[src/rtl/decode_hazard_ctrl.sv]
`default_nettype none
// ============================================================================
// Module   : decode_hazard_ctrl
// Purpose  : Pipeline sequencing controller beside the decode-stage forwarding
//            unit. It detects load-use and decode-branch hazards and stalls or
//            flushes the front end so that decode forwarding only sees ready
//            EX/MEM results. It also runs the debug run/halt/single-step
//            sequencing, drains the pipeline after a HALT instruction and
//            keeps a saturating stall-cycle counter for the debug unit.
// Ports    :
//   clock, reset        rising-edge clock, synchronous active-low reset
//   rs_dec, rt_dec      source registers of the instruction in decode
//   dec_uses_rt         decode instruction reads rt
//   dec_is_branch       decode instruction resolves in decode
//   dec_halt            HALT opcode in decode
//   branch_taken        decode compare result (valid with dec_is_branch)
//   id_ex_*             EX-stage write/load flags and destination
//   ex_mem_*            MEM-stage load flag and destination
//   halt_req/run_req/step_req  debug-unit command pulses
//   pc_write, if_id_write      front-end enables
//   if_id_flush, id_ex_bubble  IF/ID zeroing, NOP injection into ID/EX
//   pipe_enable                enable for ID/EX, EX/MEM, MEM/WB
//   halted, program_done       status
//   stall_count                saturating count of stall cycles
// Revision : 1.0 - initial release
// ============================================================================
module decode_hazard_ctrl #(
  parameter int NB_REG       = 5,
  parameter int NB_COUNT     = 16,
  parameter int DRAIN_CYCLES = 3
) (
  input  logic                clock,
  input  logic                reset,
  input  logic [NB_REG-1:0]   rs_dec,
  input  logic [NB_REG-1:0]   rt_dec,
  input  logic                dec_uses_rt,
  input  logic                dec_is_branch,
  input  logic                dec_halt,
  input  logic                branch_taken,
  input  logic                id_ex_reg_write,
  input  logic                id_ex_mem_read,
  input  logic [NB_REG-1:0]   id_ex_write_reg,
  input  logic                ex_mem_mem_read,
  input  logic [NB_REG-1:0]   ex_mem_write_reg,
  input  logic                halt_req,
  input  logic                run_req,
  input  logic                step_req,
  output logic                pc_write,
  output logic                if_id_write,
  output logic                if_id_flush,
  output logic                id_ex_bubble,
  output logic                pipe_enable,
  output logic                halted,
  output logic                program_done,
  output logic [NB_COUNT-1:0] stall_count
);

  localparam int NB_DRAIN = (DRAIN_CYCLES < 2) ? 1 : $clog2(DRAIN_CYCLES + 1);
  localparam logic [NB_DRAIN-1:0] DRAIN_LOAD = NB_DRAIN'(DRAIN_CYCLES);
  localparam logic [NB_COUNT-1:0] COUNT_MAX  = '1;

  typedef enum logic [2:0] {
    S_RUN    = 3'd0,
    S_HALTED = 3'd1,
    S_STEP   = 3'd2,
    S_DRAIN  = 3'd3,
    S_DONE   = 3'd4
  } state_t;

  state_t                state_q, state_d;
  logic [NB_DRAIN-1:0]   drain_q, drain_d;
  logic [NB_COUNT-1:0]   count_q, count_d;

  // Register zero is never a real producer, so it never creates a hazard.
  function automatic logic reg_match(input logic [NB_REG-1:0] dst,
                                     input logic [NB_REG-1:0] src);
    return (dst != '0) && (dst == src);
  endfunction

  logic rt_live;
  logic match_ex;
  logic match_mem;
  logic load_use;
  logic branch_alu;
  logic branch_mem;
  logic active;
  logic hazard;

  // Branches compare both operands in decode, so rt always matters for them.
  assign rt_live    = dec_uses_rt | dec_is_branch;
  assign match_ex   = reg_match(id_ex_write_reg, rs_dec) |
                      (rt_live & reg_match(id_ex_write_reg, rt_dec));
  assign match_mem  = reg_match(ex_mem_write_reg, rs_dec) |
                      (rt_live & reg_match(ex_mem_write_reg, rt_dec));
  assign load_use   = id_ex_mem_read & match_ex;
  assign branch_alu = dec_is_branch & id_ex_reg_write & match_ex;
  assign branch_mem = dec_is_branch & ex_mem_mem_read & match_mem;
  assign active     = (state_q == S_RUN) || (state_q == S_STEP);
  // A branch on a load in EX first trips load_use, then branch_mem once the
  // load reaches MEM, giving the two-cycle stall without extra state.
  assign hazard     = active & (load_use | branch_alu | branch_mem);

  always_comb begin
    state_d      = state_q;
    drain_d      = drain_q;
    count_d      = count_q;
    pc_write     = 1'b0;
    if_id_write  = 1'b0;
    if_id_flush  = 1'b0;
    id_ex_bubble = 1'b0;
    pipe_enable  = 1'b0;
    halted       = 1'b0;
    program_done = 1'b0;

    case (state_q)
      S_RUN, S_STEP: begin
        pipe_enable = 1'b1;
        if (hazard) begin
          id_ex_bubble = 1'b1;
          if (count_q != COUNT_MAX) begin
            count_d = count_q + NB_COUNT'(1);
          end
        end else if (dec_halt) begin
          if_id_flush  = 1'b1;
          id_ex_bubble = 1'b1;
        end else begin
          pc_write    = 1'b1;
          if_id_write = 1'b1;
          if_id_flush = dec_is_branch & branch_taken;
        end

        // A taken HALT beats a debug halt request and the end of a step.
        if (!hazard && dec_halt) begin
          state_d = S_DRAIN;
          drain_d = DRAIN_LOAD;
        end else if (state_q == S_STEP || halt_req) begin
          state_d = S_HALTED;
        end
      end

      S_HALTED: begin
        halted = 1'b1;
        if (run_req) begin
          state_d = S_RUN;
        end else if (step_req) begin
          state_d = S_STEP;
        end
      end

      S_DRAIN: begin
        id_ex_bubble = 1'b1;
        pipe_enable  = 1'b1;
        if (drain_q <= NB_DRAIN'(1)) begin
          state_d = S_DONE;
        end else begin
          drain_d = drain_q - NB_DRAIN'(1);
        end
      end

      S_DONE: begin
        program_done = 1'b1;
      end

      default: begin
        state_d = S_RUN;
      end
    endcase

    // Reset silences every output in the cycle it is asserted.
    if (!reset) begin
      pc_write     = 1'b0;
      if_id_write  = 1'b0;
      if_id_flush  = 1'b0;
      id_ex_bubble = 1'b0;
      pipe_enable  = 1'b0;
      halted       = 1'b0;
      program_done = 1'b0;
    end
  end

  assign stall_count = reset ? count_q : '0;

  always_ff @(posedge clock) begin
    if (!reset) begin
      state_q <= S_RUN;
      drain_q <= '0;
      count_q <= '0;
    end else begin
      state_q <= state_d;
      drain_q <= drain_d;
      count_q <= count_d;
    end
  end

endmodule
`default_nettype wire

[config.mk]
export PLATFORM = sky130hd
export DESIGN_NAME = decode_hazard_ctrl
export DESIGN_NICKNAME = d
export VERILOG_FILES = /design/src/rtl/decode_hazard_ctrl.sv
export SDC_FILE = /design/constraint.sdc
export NUM_CORES = 1
export LEC_CHECK = 0
export ABC_AREA = 0
export CAP_MARGIN = 10
export CORE_AREA = 2 2 63 65
export CTS_CLUSTER_DIAMETER = 120
export DETAILED_ROUTE_END_ITERATION = 6
export DIE_AREA = 0 0 65 67
export PLACE_DENSITY = 0.78
export REMOVE_ABC_BUFFERS = 1
export SETUP_SLACK_MARGIN = 0.4
export SLEW_MARGIN = 20
export SYNTH_ARGS = -nofsm -noshare
export SYNTH_HDL_FRONTEND = slang
export SYNTH_SLANG_ARGS = --single-unit
[constraint.sdc]
create_clock -name clock -period 2.5 [get_ports clock]
set_clock_uncertainty 0.1 [all_clocks]
set_input_delay 0.375 -clock clock [delete_from_list [all_inputs] [get_ports clock]]
set_output_delay 0.375 -clock clock [all_outputs]
set_load 0.05 [all_outputs]
==> load_flow_metrics.sql, run 1 <==
INSERT INTO impl_metrics (metric_group, metric, value, unit) VALUES
('route', 'dr.pass1.iters', '4', ''),
('hold_path', 'hold-path-endpoint', 'drain_q[1]$_SDFFE_PN0P_', ''),
('worst_setup_path', 'crit-reg2reg-launch', 'count_q[5]$_SDFFE_PN0P_', ''),
('worst_setup_path', 'reg2reg_depth', '6', ''),
('yosys', 'synth_top_flop_cell', 'dfxtp_1', ''),
('hold_path', 'hold_path_depth', '1', ''),
('place', 'post-place-ws', '-0.4184', 'ns'),
('cells_and_area', 'design.final.nets', '335', ''),
('cells_and_area', 'antennaDiodeCount', '0', ''),
('pwr', 'power_density', '471.9', 'nW/µm²'),
('sta', 'hold_viol_final', '0', ''),
('yosys', 'xor_xnor_share_of_the_synthesized_area', '10.92', '%'),
('worst_setup_path', 'regToRegEndpoint', 'count_q[14]$_SDFFE_PN0P_', ''),
('yosys', 'arithmetic_cell_share_of_the_synthesized_area_counting_full_adders_half_adders_and_majority_gates', '1.560', '%'),
('route', 'drt-total-wl', '6.967', 'mm'),
('yosys', 'synthesized_instance_count', '205', ''),
('die', 'chipHeight', '67', 'µm'),
('cells_and_area', 'postLayoutCoreUtil', '88.79', '%'),
('clocking', 'cts_inserted_buffers', '3', ''),
('global_route', 'grt_usage', '27.70', '%'),
('sta', 'drv_slew', '0', ''),
('sta', 'grt_setup_unrepaired', 'yes', ''),
('route', 'initialDrtViolationCount', '98', ''),
('global_route', 'globalRouteOverflowTotal', '0', ''),
('route', 'avgViaCountPerCell', '5.819', ''),
('worst_setup_path', 'crit_type', 'in2out', ''),
('clocking', 'cts-root-buf', 'clkbuf_8', ''),
('cells_and_area', 'flow.area_growth_from_synthesis', '99.61', '%'),
('yosys', 'synth_sequential_area_ratio', '26.21', '%'),
('global_route', 'grt_max_degree', '21', ''),
('global_route', 'number_of_global_route_vias_before_repair', '1957', ''),
('yosys', 'synth_top_family_by_area', 'simple AND/OR/NAND/NOR gates', ''),
('route', 'detail_route.wl_per_cell', '20.02', 'µm'),
('sta', 'period_share', '103.1', '%'),
('global_route', 'grt_first_pass_wirelength', '9.239', 'mm'),
('hold_path', 'worstHoldPathType', 'reg2reg', ''),
('clocking', 'cts_num_sinks', '21', ''),
('route', 'via_count', '2025', ''),
('yosys', 'synthesis.area_per_instance', '7.825', 'µm²'),
('die', 'core_region_area', '3606', 'µm²'),
('yosys', 'synth_warnings', '0', ''),
('yosys', 'synth_simple_gate_area_share', '36.19', '%'),
('yosys', 'postSynthRegisterBits', '21', ''),
('sta', 'setup_viol', '3', ''),
('cells_and_area', 'filler_cell_count', '141', ''),
('sta', 'transition_at_the_pin_with_the_smallest_max_transition_slack', '0.4499', 'ns'),
('yosys', 'muxShareOfSynthArea', '9.126', '%'),
('pwr', 'irDropWorstVdd', '0.4089', 'mV'),
('clocking', 'clkSlewWorstSetupHoldPaths', '0.07', 'ns'),
('yosys', 'syn_area', '1604', 'µm²'),
('outcome', 'run_status', 'finished, violations left', ''),
('place', 'detailed_place_hpwl', '3.448', 'mm'),
('outcome', 'violations', 'negative setup slack', ''),
('sta', 'timing.slew.headroom', '69.76', '%'),
('yosys', 'synth_enable_flop_cells', '0', ''),
('global_route', 'antenna_violations_before_repair', '0', ''),
('worst_setup_path', 'worst-path-max-fanout', '3', ''),
('yosys', 'synth.distinct_cells', '40', ''),
('sta', 'fmax', '387.8', 'MHz'),
('sta', 'final_period_minus_worst_setup_slack', '2.578', 'ns'),
('clocking', 'clock_network_latency_to_the_later_pin_of_the_worst_skew_pair', '0.27', 'ns'),
('route', 'drtAntennaViolNets', '0', ''),
('yosys', 'synth_async_sr_flop_share', '0', '%'),
('die', 'num_io_pins', '55', ''),
('sta', 'finalWorstSetupSlack', '-0.07841', 'ns'),
('hold_path', 'holdCritStartpoint', 'drain_q[1]$_SDFFE_PN0P_', ''),
('worst_setup_path', 'cp_data_required_time', '2.03', 'ns'),
('clocking', 'max-clock-path-buffers', '2', ''),
('clocking', 'cts_tree', 'yes', ''),
('run', 'max-cap-violations', '0', ''),
('route', 'detail_route.drc_violations', '0', '');
-- flip-flops by register name (all words and copies together), names as in the netlist --
signal / cells
count_q: 16
state_q: 3
drain_q: 2
-- how the worst max path moves through the flow --
stage / endpoint / depth (start not counted) / start / slack, ns
after global placement: count_q[15]$_SDFFE_PN0P_ / 8 / id_ex_write_reg[0] / -0.39
after global routing: if_id_write / 8 / ex_mem_write_reg[2] / -0.15
after CTS: pc_write / 8 / ex_mem_write_reg[2] / 0.01
after detailed placement: count_q[5]$_SDFFE_PN0P_ / 8 / id_ex_write_reg[2] / -0.42
final: pc_write / 8 / id_ex_write_reg[4] / -0.08
after floorplan: if_id_write / 5 / id_ex_write_reg[1] / -1.12
-- what timing repair did --
| item | in CTS | in global routing |
|---|---|---|
| setup endpoints to repair | 23 | 24 |
| hold buffers | 0 | 0 |
| pin swaps | 35 | 9 |
| cloned | 1 | 2 |
| resized for setup | 136 | 41 |
| buffers inserted | 17 | 7 |
-- final cells by class --
| cell class | count | area (µm²) | share of cell area (%) |
|---|---|---|---|
| Multi-Input combinational cell | 171 | 1436 | 44.86 |
| Timing Repair Buffer | 101 | 1226 | 38.30 |
| Inverter | 3 | 11.26 | 0.3517 |
| Tap cell | 48 | 60.06 | 1.876 |
| Clock buffer | 4 | 45.04 | 1.407 |
| Sequential cell | 21 | 422.9 | 13.21 |
-- cells in the mapped netlist (2+ instances only) --
cell	number	share of area, %
clkbuf_1	6	1.4
and3_1	3	1.2
and4_1	2	1.1
mux2_1	7	4.9
nor3_1	10	3.1
nor2_1	23	5.4
inv_1	3	0.70
mux2_2	6	4.2
o22a_1	2	1.1
xor2_1	2	1.1
nor2b_1	3	1.2
a21o_1	3	1.4
buf_2	2	0.62
xnor2_1	18	9.8
nand2b_1	2	0.78
ha_1	2	1.6
a21oi_1	5	1.6
nor4_1	9	3.5
dfxtp_1	21	26
o32a_1	2	1.2
nand2_1	9	2.1
nand4_1	10	3.9
or3_1	3	1.2
or4_1	4	1.9
and2_1	17	6.6
nand3_1	11	3.4
o21ai_0	7	2.2
-- per-layer routing --
layer  track usage (%)  wire (µm)  part of all wire, %  vias up
met5                 0          0                    0        -
met1             33.57       2546                   37      944
met2             45.75       3625                   52      111
met3             4.223        489                  7.0       29
li1                  -          -                    -      941
met4             17.55        307                  4.4        0
-- placed cells by master, fill, tap and decap left out, drive strengths merged --
master,Yosys,layout
a211oi,1,1
a21boi,1,1
a21o,3,3
a21oi,5,5
and2,17,17
and3,3,3
and4,2,2
buf,4,84
clkbuf,6,6
clkdlybuf4s50,0,8
dfxtp,21,21
dlygate4sd2,0,7
ha,2,2
inv,3,3
mux2,13,13
nand2,9,9
nand2b,2,2
nand3,11,11
nand4,10,10
nor2,23,23
nor2b,3,3
nor3,10,10
nor3b,1,1
nor4,9,9
o211ai,1,1
o21a,1,1
o21ai,8,8
o22a,2,2
o311a,1,1
o311ai,1,1
o31ai,1,1
o32a,2,2
o41ai,1,1
or2,1,1
or3,3,3
or4,4,4
xnor2,18,18
xor2,2,2
-- where the power goes --
group	internal (µW)	switching, µW	total, µW	leakage (µW)
clock	114	116	230	0.0000228
combinational	372	494	866	0.00111
sequential	365	49.8	415	0.000171
total	851	660	1510	0.00130
-- per-stage QoR --
stage / hold WS [ns] / std cells / TNS, ns / cell area (µm²) / power, µW
after floorplan: 0.3404 / 195 / -3.800 / 1553 / 769.5
after CTS: 0.3838 / 339 / 0 / 2942 / 1412
after global placement: 0.3476 / 317 / -5.596 / 2521 / 1062
after global routing: 0.4065 / 348 / -0.3610 / 3202 / 1583
after detailed placement: 0.3662 / 317 / -6.371 / 2521 / 1074
final: 0.3831 / 348 / -0.1733 / 3202 / 1511
-- kinds of logic after synthesis --
| family | after synthesis |
|---|---|
| XOR/XNOR | 20 |
| adder cells (fa/ha/maj) | 2 |
| AND/OR/NAND/NOR | 108 |
| flip-flops | 21 |
| AO/OA/AOI/OAI | 28 |
| buffers and inverters | 13 |
| multiplexers | 13 |
-- critical path: stages --
cell and delay [ns]:
buf_2 0.14, or4_4 0.56, o21ai_2 0.19, o22a_1 0.21, and3_1 0.18, nor2b_1 0.15
buf_4 0.16, buf_12 0.13
Note: power is estimated with default switching activity, not from simulation.
==> run 2, diff against run 1 <==
MAX_ROUTING_LAYER = met4   (was default)
==> run 2 against run 1 <==
  * The flow still finishes with violations (negative setup slack)
  * Clock power about the same
  * Via count increased by 3.3%
  * Highest routed layer unchanged
  * Largest cell class unchanged
  * Routed wire length up 3.2%
  * Power is 1.3% higher
  * Maximum frequency barely moved
  * Hold slack better by 0.0073 ns
  * Worst setup slack improved by 0.0013 ns
  * Critical path depth did not move
==> load_flow_metrics.sql, run 2 (synthesis results as in run 1) <==
INSERT INTO impl_metrics (metric_group, metric, value, unit) VALUES
('outcome', 'run_status', 'finished, violations left', ''),
('outcome', 'violations', 'negative setup slack', ''),
('sta', 'drv_slew', '0', ''),
('die', 'initial_core_util', '44.48', '%'),
('clocking', 'clkSlewWorstSetupHoldPaths', '0.07', 'ns'),
('worst_setup_path', 'rrSetupSlack', '0.30', 'ns'),
('cells_and_area', 'top_reg_by_flops', 'count_q', ''),
('global_route', 'grt_first_pass_wirelength', '9.246', 'mm'),
('run', 'max-cap-violations', '0', ''),
('worst_setup_path', 'startpoint_type', 'input port', ''),
('worst_setup_path', 'cp_data_required_time', '2.03', 'ns'),
('worst_setup_path', 'regToRegEndpoint', 'count_q[5]$_SDFFE_PN0P_', ''),
('worst_setup_path', 'cp.arrival', '2.10', 'ns'),
('place', 'place.detailed.instances', '317', ''),
('cells_and_area', 'layout.cells.most_common', 'buf_4', ''),
('cells_and_area', 'flow.area_growth_from_synthesis', '99.92', '%'),
('place', 'gp_congestion', '0.8589', ''),
('cells_and_area', 'design.final.nets', '335', ''),
('die', 'die_w', '65', 'µm'),
('worst_setup_path', 'crit_type', 'in2out', ''),
('worst_setup_path', 'worst_setup_path_endpoint', 'pc_write', ''),
('pwr', 'p_clk_share', '15.2', '%'),
('cells_and_area', 'antennaDiodeCount', '0', ''),
('route', 'via_count', '2092', ''),
('sta', 'grt_setup_unrepaired', 'yes', ''),
('global_route', 'number_of_global_route_vias_before_repair', '1951', ''),
('cells_and_area', 'drive_gt1_share', '46.00', '%'),
('clocking', 'cts-root-buf', 'clkbuf_8', ''),
('clocking', 'clock_network_latency_to_the_later_pin_of_the_worst_skew_pair', '0.27', 'ns'),
('pwr', 'pwr-share-seq', '27.3', '%'),
('clocking', 'cts_tree', 'yes', ''),
('worst_setup_path', 'crit_path_end_kind', 'output pin', ''),
('die', 'chipHeight', '67', 'µm'),
('cells_and_area', 'biggestRegsByFlops', 'count_q (16), state_q (3), drain_q (2)', ''),
('clocking', 'cts_inserted_buffers', '3', ''),
('pwr', 'power.share.combinational', '57.5', '%'),
('sta', 'transition_at_the_pin_with_the_smallest_max_transition_slack', '0.4603', 'ns'),
('route', 'detail_route.wl_per_cell', '20.66', 'µm'),
('pwr', 'irDropWorstVdd', '0.4181', 'mV'),
('global_route', 'globalRouteOverflowTotal', '0', ''),
('pwr', 'switching_share', '44.28', '%'),
('sta', 'whs', '0.3904', 'ns'),
('global_route', 'grt_usage', '28.43', '%'),
('worst_setup_path', 'reg2reg_depth', '7', ''),
('route', 'initialDrtViolationCount', '116', ''),
('sta', 'timing.slew.headroom', '69.06', '%'),
('worst_setup_path', 'worst-path-max-fanout', '3', ''),
('clocking', 'max-clock-path-buffers', '2', ''),
('worst_setup_path', 'timing.critical_path.slowest_stage_cell', 'or4_4', ''),
('worst_setup_path', 'stage_delay_of_the_slowest_cell_on_the_critical_path', '0.56', 'ns'),
('hold_path', 'worstHoldPathType', 'reg2reg', ''),
('clocking', 'cts_num_sinks', '21', ''),
('die', 'num_io_pins', '55', ''),
('cells_and_area', 'post_layout_nonfiller_instances', '348', ''),
('route', 'detail_route.drc_violations', '0', ''),
('pwr', 'switchingPower', '678.0', 'µW'),
('cells_and_area', 'largest_reg_flops', '16', ''),
('clocking', 'clock_tree.htree_level_count', '1', ''),
('worst_setup_path', 'crit_path_cell_trace', 'buf_2 -> or4_4 -> o21ai_2 -> o22a_1 -> and3_1 -> nor2b_1 -> buf_4 -> buf_12', ''),
('die', 'core_region_area', '3606', 'µm²'),
('worst_setup_path', 'timing.critical_path.from', 'id_ex_write_reg[4]', ''),
('route', 'avgViaCountPerCell', '6.011', ''),
('global_route', 'grt_max_degree', '21', ''),
('worst_setup_path', 'crit-reg2reg-launch', 'count_q[0]$_SDFFE_PN0P_', ''),
('sta', 'period_share', '103.1', '%'),
('pwr', 'power_density', '477.4', 'nW/µm²'),
('place', 'port_buffers', '54', ''),
('sta', 'final_period_minus_worst_setup_slack', '2.577', 'ns'),
('cells_and_area', 'final_cell_mix', 'buf_4, buf_6, buf_12, nor2_1, dfxtp_1', ''),
('global_route', 'antenna_violations_before_repair', '0', ''),
('sta', 'hold_viol_final', '0', ''),
('pwr', 'post-layout-total-power', '1531', 'µW'),
('sta', 'finalWorstSetupSlack', '-0.07714', 'ns'),
('place', 'detailed_place_hpwl', '3.448', 'mm'),
('die', 'fp.dieArea', '4355', 'µm²'),
('pwr', 'power_leakage', '0.001304', 'µW'),
('route', 'drtAntennaViolNets', '0', ''),
('die', 'floorplan.rows', '22', ''),
('sta', 'totalNegativeSetupSlack', '-0.1614', 'ns'),
('sta', 'setup_viol', '3', ''),
('route', 'drt-total-wl', '7.189', 'mm'),
('pwr', 'cell_internal_pwr', '853.1', 'µW'),
('route', 'dr.pass1.iters', '4', ''),
('sta', 'fmax', '388.0', 'MHz');
## run 2: cell count changes in the layout (fill, tap and decap cells not counted)
cell,delta
a211oi_1,-1
a211oi_2,+1
## run 2: routing by layer
metal | part of all wire, % | vias up | track usage (%)
li1 | - | 941 | -
met1 | 37 | 995 | 33.57
met2 | 50 | 123 | 45.75
met3 | 7.5 | 33 | 4.223
met4 | 5.3 | 0 | 17.55
met5 | 0 | - | -
## run 2: metrics by stage
stage / setup slack, ns / instance area [µm²] / utilization (%)
2_1_floorplan: -1.121 / 1553 / -
3_3_place_gp: -0.3875 / 2521 / 69.92
5_1_grt: -0.1257 / 3207 / 88.93
6_report: -0.07714 / 3207 / 88.93
3_5_place_dp: -0.4184 / 2521 / 69.92
4_1_cts: 0.01475 / 2942 / 81.58
## run 2: layout make-up
type | count | area (µm²)
Tap cell | 48 | 60.06
Timing Repair Buffer | 101 | 1226
Multi-Input combinational cell | 171 | 1441
Sequential cell | 21 | 422.9
Inverter | 3 | 11.26
Clock buffer | 4 | 45.04
Fill cell | 135 | 399.1
## run 2: how the worst min path moves through the flow
stage	startpoint	to	cells past startpoint
floorplan	drain_q[1]$_SDFFE_PN0P_	drain_q[1]$_SDFFE_PN0P_	1
global placement	drain_q[1]$_SDFFE_PN0P_	drain_q[1]$_SDFFE_PN0P_	1
detailed placement	drain_q[1]$_SDFFE_PN0P_	drain_q[1]$_SDFFE_PN0P_	1
CTS	drain_q[1]$_SDFFE_PN0P_	drain_q[1]$_SDFFE_PN0P_	1
global route	drain_q[1]$_SDFFE_PN0P_	drain_q[1]$_SDFFE_PN0P_	1
finish	drain_q[1]$_SDFFE_PN0P_	drain_q[1]$_SDFFE_PN0P_	1
## run 2: power by group through the flow
stage	Clock (µW)	Sequential (µW)	Combinational [µW]
after global routing	244	424	928
final	232	419	880
after detailed placement	0	417	657
after CTS	226	408	777
after floorplan	0	405	365
after global placement	0	414	647
## run 2: critical path, delay by kind of cell
kind | cells | cell delay, ns
buffers and inverters | 3 | 0.43
AO/OA/AOI/OAI | 2 | 0.40
AND/OR/NAND/NOR | 3 | 0.89
## run 2: repair_timing
| item | 4_1_cts | 5_1_grt |
|---|---|---|
| gates cloned | 1 | 2 |
| resized for setup | 136 | 42 |
| buffers inserted | 17 | 7 |
| setup endpoints to repair | 23 | 24 |
| pin swaps | 35 | 9 |
| hold buffers | 0 | 0 |
